$ cat config.mk
export PLATFORM = sky130hd
export DESIGN_NAME = seg7_bcd_counter_scan
export DESIGN_NICKNAME = d
export VERILOG_FILES = /design/src/rtl/seg7_pkg.sv /design/src/rtl/seg7_bcd_chain.sv /design/src/rtl/seg7_bcd_counter_scan.sv
export SDC_FILE = /design/constraint.sdc
export NUM_CORES = 1
export LEC_CHECK = 0
export ABC_AREA = 0
export CORE_ASPECT_RATIO = 0.8
export CORE_MARGIN = 4
export CORE_UTILIZATION = 39
export CTS_BUF_LIST = sky130_fd_sc_hd__clkbuf_4
export CTS_CLUSTER_SIZE = 20
export DETAILED_ROUTE_END_ITERATION = 8
export SLEW_MARGIN = 25
export SYNTH_ARGS = -nofsm -noshare
export SYNTH_HDL_FRONTEND = slang
export SYNTH_SLANG_ARGS = --single-unit
$ cat constraint.sdc
create_clock -name clk -period 5.2 [get_ports clk]
set_input_delay 0.78 -clock clk [delete_from_list [all_inputs] [get_ports clk]]
set_output_delay 0.78 -clock clk [all_outputs]
set_load 0.005 [all_outputs]
$ cat src/rtl/seg7_pkg.sv
`default_nettype none
// ============================================================================
//  Module      : seg7_pkg
//  Description : Shared types, seven-segment code table and encoder for the
//                BCD counter / scan display slice.
//  Revision    : 1.0 - initial release
// ============================================================================
package seg7_pkg;

    typedef logic [3:0] bcd_digit_t;

    // Active-low {dp,g,f,e,d,c,b,a} patterns for digits 0..9, index 0 at LSB
    localparam logic [9:0][7:0] SEG_CODE = {
        8'h90, 8'h80, 8'hF8, 8'h82, 8'h92,
        8'h99, 8'hB0, 8'hA4, 8'hF9, 8'hC0
    };

    localparam logic [7:0] SEG_BLANK = 8'hFF;

    // Any non-decimal digit value encodes as a blank; callers use that to
    // blank a digit while keeping its decimal point.
    function automatic logic [7:0] seg_encode(
        input bcd_digit_t digit,
        input logic       dp,
        input logic       active_low
    );
        logic [7:0] code;
        code    = (digit <= 4'd9) ? SEG_CODE[digit] : SEG_BLANK;
        code[7] = ~dp;
        return active_low ? code : ~code;
    endfunction

endpackage
`default_nettype wire

$ cat src/rtl/seg7_bcd_chain.sv
`default_nettype none
// ============================================================================
//  Module      : seg7_bcd_chain
//  Description : NUM_DIGITS cascaded BCD up/down counter with sanitised
//                parallel load and a one-cycle wrap pulse.
//  Revision    : 1.0 - initial release
// ============================================================================
module seg7_bcd_chain
    import seg7_pkg::*;
#(
    parameter int NUM_DIGITS = 8
) (
    input  logic                    clk,
    input  logic                    rst,
    input  logic                    load,
    input  logic [4*NUM_DIGITS-1:0] load_value,
    input  logic                    step,
    input  logic                    up_down,
    output logic [4*NUM_DIGITS-1:0] count,
    output logic                    wrap
);

    logic [4*NUM_DIGITS-1:0] r_count;
    logic                    r_wrap;
    logic [4*NUM_DIGITS-1:0] w_load_clean;
    logic [4*NUM_DIGITS-1:0] w_next;
    logic                    w_carry_out;

    always_comb begin
        w_load_clean = '0;
        for (int i = 0; i < NUM_DIGITS; i++) begin
            w_load_clean[4*i +: 4] = (load_value[4*i +: 4] > 4'd9) ? 4'd0
                                                                   : load_value[4*i +: 4];
        end
    end

    // Carry and borrow ripple through one shared flag; what leaves the top
    // digit is exactly the overflow/underflow condition.
    always_comb begin
        bcd_digit_t d;
        logic       carry;
        w_next = r_count;
        carry  = 1'b1;
        for (int i = 0; i < NUM_DIGITS; i++) begin
            d = r_count[4*i +: 4];
            if (carry) begin
                if (up_down) begin
                    if (d >= 4'd9) begin
                        w_next[4*i +: 4] = 4'd0;
                    end else begin
                        w_next[4*i +: 4] = d + 4'd1;
                        carry            = 1'b0;
                    end
                end else begin
                    if (d == 4'd0) begin
                        w_next[4*i +: 4] = 4'd9;
                    end else begin
                        w_next[4*i +: 4] = d - 4'd1;
                        carry            = 1'b0;
                    end
                end
            end
        end
        w_carry_out = carry;
    end

    always_ff @(posedge clk) begin
        if (rst) begin
            r_count <= '0;
            r_wrap  <= 1'b0;
        end else if (load) begin
            r_count <= w_load_clean;
            r_wrap  <= 1'b0;
        end else if (step) begin
            r_count <= w_next;
            r_wrap  <= w_carry_out;
        end else begin
            r_wrap  <= 1'b0;
        end
    end

    assign count = r_count;
    assign wrap  = r_wrap;

endmodule
`default_nettype wire

$ cat src/rtl/seg7_bcd_counter_scan.sv
`default_nettype none
// ============================================================================
//  Module      : seg7_bcd_counter_scan
//  Description : N-digit BCD counter with tick divider and a multiplexed
//                seven-segment scan driver (blanking, dp, polarity select).
//  Revision    : 1.0 - initial release
// ============================================================================
module seg7_bcd_counter_scan
    import seg7_pkg::*;
#(
    parameter int NUM_DIGITS     = 8,
    parameter int SCAN_DIV       = 100000,
    parameter int TICK_DIV       = 100000000,
    parameter int SEG_ACTIVE_LOW = 1
) (
    input  logic                    clk,
    input  logic                    rst,
    input  logic                    load,
    input  logic [4*NUM_DIGITS-1:0] load_value,
    input  logic                    enable,
    input  logic                    up_down,
    input  logic                    blank_lz,
    input  logic [NUM_DIGITS-1:0]   dp_mask,
    output logic [NUM_DIGITS-1:0]   Bit,
    output logic [7:0]              SEG,
    output logic [4*NUM_DIGITS-1:0] count,
    output logic                    wrap
);

    localparam int         TICK_W   = (TICK_DIV > 1) ? $clog2(TICK_DIV) : 1;
    localparam int         SCAN_W   = (SCAN_DIV > 1) ? $clog2(SCAN_DIV) : 1;
    localparam int         SEL_W    = (NUM_DIGITS > 1) ? $clog2(NUM_DIGITS) : 1;
    localparam logic       ACT_LOW  = (SEG_ACTIVE_LOW != 0);
    localparam logic [7:0] SEG_OFF  = ACT_LOW ? 8'hFF : 8'h00;
    localparam logic [NUM_DIGITS-1:0] BIT_OFF = ACT_LOW ? '1 : '0;

    logic [TICK_W-1:0]     r_tick_cnt;
    logic [SCAN_W-1:0]     r_scan_cnt;
    logic [SEL_W-1:0]      r_digit_sel;
    logic [NUM_DIGITS-1:0] r_bit;
    logic [7:0]            r_seg;

    logic                  w_tick;
    logic                  w_step;
    logic                  w_scan_end;
    bcd_digit_t            w_digits [NUM_DIGITS];
    logic [NUM_DIGITS-1:0] w_blank;
    logic [NUM_DIGITS-1:0] w_onehot;
    bcd_digit_t            w_disp_digit;

    // ---------------------------------------------------------------- tick
    assign w_tick = (r_tick_cnt == TICK_W'(TICK_DIV - 1));
    assign w_step = w_tick & enable;

    // Held while paused so the remaining part of the period survives.
    always_ff @(posedge clk) begin
        if (rst) begin
            r_tick_cnt <= '0;
        end else if (enable) begin
            r_tick_cnt <= w_tick ? '0 : r_tick_cnt + 1'b1;
        end
    end

    seg7_bcd_chain #(
        .NUM_DIGITS (NUM_DIGITS)
    ) u_chain (
        .clk        (clk),
        .rst        (rst),
        .load       (load),
        .load_value (load_value),
        .step       (w_step),
        .up_down    (up_down),
        .count      (count),
        .wrap       (wrap)
    );

    // ---------------------------------------------------------------- scan
    assign w_scan_end = (r_scan_cnt == SCAN_W'(SCAN_DIV - 1));

    always_ff @(posedge clk) begin
        if (rst) begin
            r_scan_cnt  <= '0;
            r_digit_sel <= '0;
        end else if (w_scan_end) begin
            r_scan_cnt  <= '0;
            r_digit_sel <= (r_digit_sel == SEL_W'(NUM_DIGITS - 1)) ? '0
                                                                   : r_digit_sel + 1'b1;
        end else begin
            r_scan_cnt  <= r_scan_cnt + 1'b1;
        end
    end

    generate
        for (genvar gi = 0; gi < NUM_DIGITS; gi++) begin : g_digits
            assign w_digits[gi] = count[4*gi +: 4];
        end
    endgenerate

    // A digit is blanked while it and everything above it are zero.
    always_comb begin
        logic zero_run;
        zero_run = 1'b1;
        w_blank  = '0;
        for (int i = NUM_DIGITS - 1; i >= 0; i--) begin
            zero_run   = zero_run & (w_digits[i] == 4'd0);
            w_blank[i] = blank_lz & zero_run & (i != 0);
        end
    end

    assign w_onehot     = NUM_DIGITS'(1) << r_digit_sel;
    assign w_disp_digit = w_blank[r_digit_sel] ? 4'hF : w_digits[r_digit_sel];

    always_ff @(posedge clk) begin
        if (rst) begin
            r_bit <= BIT_OFF;
            r_seg <= SEG_OFF;
        end else begin
            r_bit <= ACT_LOW ? ~w_onehot : w_onehot;
            r_seg <= seg_encode(w_disp_digit, dp_mask[r_digit_sel], ACT_LOW);
        end
    end

    assign Bit = r_bit;
    assign SEG = r_seg;

endmodule
`default_nettype wire

==> run_results.csv <==
group,metric,value,unit
clocking,cts_max_level,3,
die,fp.dieW,152.5,um
power_and_ir_drop,p_leak,2.737,nW
layout,area_growth_syn_to_layout,17.58,%
drt,ant_nets,0,
sta,slew_viol_final,0,
run,cap_violations,0,
setup_path,startpoint,"u_chain.count[8]",
die,row_count,41,
synth,synth.avg_cell_area,8.062,sq um
synth,syn_area,6514,sq um
layout,drive_above_1_share,6.873,%
clocking,cts_setup_buffers,0,
setup_path,reg2reg_from,"u_chain.count[8]",
drt,dr.pass1.iters,5,
layout,stdcell_area,7659,sq um
synth,synthDistinctLibCells,83,
global_route,grt_max_degree,52,
setup_path,crit_chain,"inv_1 > ha_1 > nor3b_1 > o21ai_0 > a21oi_1 > o221ai_1 > and2_1 > inv_1 > ha_1 > nor2_1 > o21a_1 > nor3_1 > o21ai_0",
die,core_area,16060,sq um
setup_path,cpPeakStageDelay,0.44,ns
placed_design,placed_area,7498,sq um
die,die_h,123.6,um
synth,synth-main-ff-cell,"dfxtp_1",
synth,ys_warn_count,0,
sta,rsz0062_at_grt,"no",
drt,post-route-drc-count,0,
setup_path,cp_num_buf_inv,2,
worst_hold_path,min_from,"r_scan_cnt[0]",
sta,relSlewSlack,43.00,%
sta,hold_viol_final,0,
layout,diodes,0,
sta,period_needed,3.264,ns
worst_hold_path,hp-class,"register to register",
sta,hold_slack,0.4550,ns
setup_path,crit_type,"register to register",
synth,yosysSeqAreaShare,29.50,%
setup_path,crit_family,"simple AND/OR/NAND/NOR gates",
die,die_area,18850,sq um
clocking,clk_pin_slew,0.16,ns
setup_path,cp.arrival,3.62,ns
placed_design,io_buffers,94,
global_route,grt_pass1_vias,5392,
clocking,numCtsBuffers,9,
synth,syn_nets,891,
placed_design,dp.final_hpwl,12.36,mm
power_and_ir_drop,cellPowerDensity,205.7,nW/um^2
layout,final_cells,1088,
die,start_util,40.57,%
sta,worstMarginPinSlew,0.8538,ns
drt,via_count,5916,
clocking,ctsHoldBuffers,0,
global_route,grt_pass1_wl,28.44,mm
clocking,cts_buffer_depth,2,
drt,drt-wirelength-per-cell,15.67,um
die,ios,95,
outcome,outcome,"completed",
synth,yosysMostFrequentCell,"nor2_1",
drt,drt_iter0_markers,458,
layout,fin_nets,952,
drt,viasPerCell,5.438,
sta,fin_worst_skew,0.01759,ns
synth,ys_ff_latch,96,
synth,synthCells,808,
sta,period_share,62.77,%
synth,async_flop_share,0,%
power_and_ir_drop,power.total,1.576,mW
synth,yosysTopAreaCell,"dfxtp_1",
synth,ys_top_cells_by_area,"dfxtp_1, ha_1, nor2_1, xor2_1, a21oi_1",
setup_path,crit_fanout,9,
sta,finalSetupTns,0,ns
setup_path,startpoint_type,"register",
clocking,clk_latency,0.48,ns
global_route,overflow,0,
drt,routed_wl,17.05,mm
sta,setup_violations,0,
clocking,post_cts_resize_count,0,
clocking,clock_sinks,96,
synth,synth_edf_count,0,
global_route,grt_util_all_layers,18.26,%
global_route,antenna_found_initial,0,
setup_path,slowest_stage,"nor3b_1",
sta,max_freq,306.4,MHz
setup_path,endpoint_kind,"register",
setup_path,crit_required,5.55,ns
clocking,cts_tree,"built",
power_and_ir_drop,vdd.ir_drop.worst,0.1254,mV
synth,ys_top_cells_by_count,"nor2_1, dfxtp_1, nand2_1, a21oi_1, o21ai_0",
synth,yosysTopAreaCellShare,29.50,%
clocking,root_buffer,"clkbuf_4",
placed_design,place.gp.congestion,0.8568,
placed_design,dp_cells,1073,
## flip-flops by register name, summed over array words and instances (netlist names)
name and flops:
r_tick_cnt 27, Bit 8, r_scan_cnt 17, SEG 8, u_chain.count 32, u_chain.wrap 1
r_digit_sel 3
## layer usage
layer | wire length, um | track usage [%]
met4 | 121 | 2.894
met1 | 9061 | 27.89
met3 | 1031 | 5.002
met5 | 0 | 0
met2 | 6830 | 26.03
## cells by family after synthesis
logic type               synth area share (%)
flip-flops                              29.50
AO/OA/AOI/OAI                           20.11
multiplexers                            6.396
AND/OR/NAND/NOR                         24.53
buffers and inverters                   6.300
XOR/XNOR                                6.051
adder cells (fa/ha/maj)                 7.107
## per-stage QoR
step           setup WS (ns)  utilization [%]
5_1_grt                1.452            47.70
4_1_cts                1.908            47.70
2_1_floorplan          2.461                -
3_3_place_gp           1.877            46.70
6_report               1.936            47.70
3_5_place_dp           1.886            46.70
## power breakdown
part           switching, mW  internal [mW]  total (mW)
Clock                  0.274          0.197       0.471
Sequential            0.0415          0.758       0.799
Combinational          0.156          0.150       0.306
## worst reg2reg max path, cell delays in order (launching register included)
cell	delay, ns
dfxtp_1	0.43
inv_1	0.13
ha_1	0.30
nor3b_1	0.44
o21ai_0	0.16
a21oi_1	0.22
o221ai_1	0.16
and2_1	0.21
inv_1	0.08
ha_1	0.19
nor2_1	0.06
o21a_1	0.19
nor3_1	0.40
o21ai_0	0.17
## placed cells by master, fill, tap and decap left out, types with 3 or more instances in the layout
cell	instances
nor2_1	116
dfxtp_1	96
clkdlybuf4s50_1	92
nand2_1	55
a21oi_1	47
o21ai_0	46
inv_1	41
nand3_1	40
ha_1	37
xor2_1	27
mux2i_1	18
nor3_1	18
xnor2_1	18
nand4_1	16
nand2b_1	13
a31oi_1	11
mux4_2	10
and3_1	10
a211oi_1	10
clkbuf_4	9
a311oi_1	8
nor3b_1	7
o22ai_1	6
and2_1	5
a311o_1	5
o211ai_1	5
o31ai_1	5
o221ai_1	4
or3b_1	4
or3b_2	4
or3_1	4
nand3b_1	4
o21bai_1	4
buf_4	4
clkinv_1	3
nor4b_1	3
or2_2	3
## path summary, 6_finish.rpt
kind | to | slack, ns | cells past startpoint
setup / recovery | SEG[6] | 1.94 | 13
hold / removal | r_scan_cnt[0] | 0.45 | 1
setup reg to reg | SEG[6] | 1.94 | 13
hold reg to reg | r_scan_cnt[0] | 0.45 | 1
## area by class of cell
cell class | instances | area, sq um
fill | 1617 | 8398
multi-input combinational | 620 | 4182
sequential | 96 | 1922
timing repair buffer | 98 | 960.9
tap | 215 | 269.0
inverter | 44 | 165.2
clock inverter | 6 | 92.59
clock buffer | 9 | 67.56
Power figures use the tool's default switching activity.
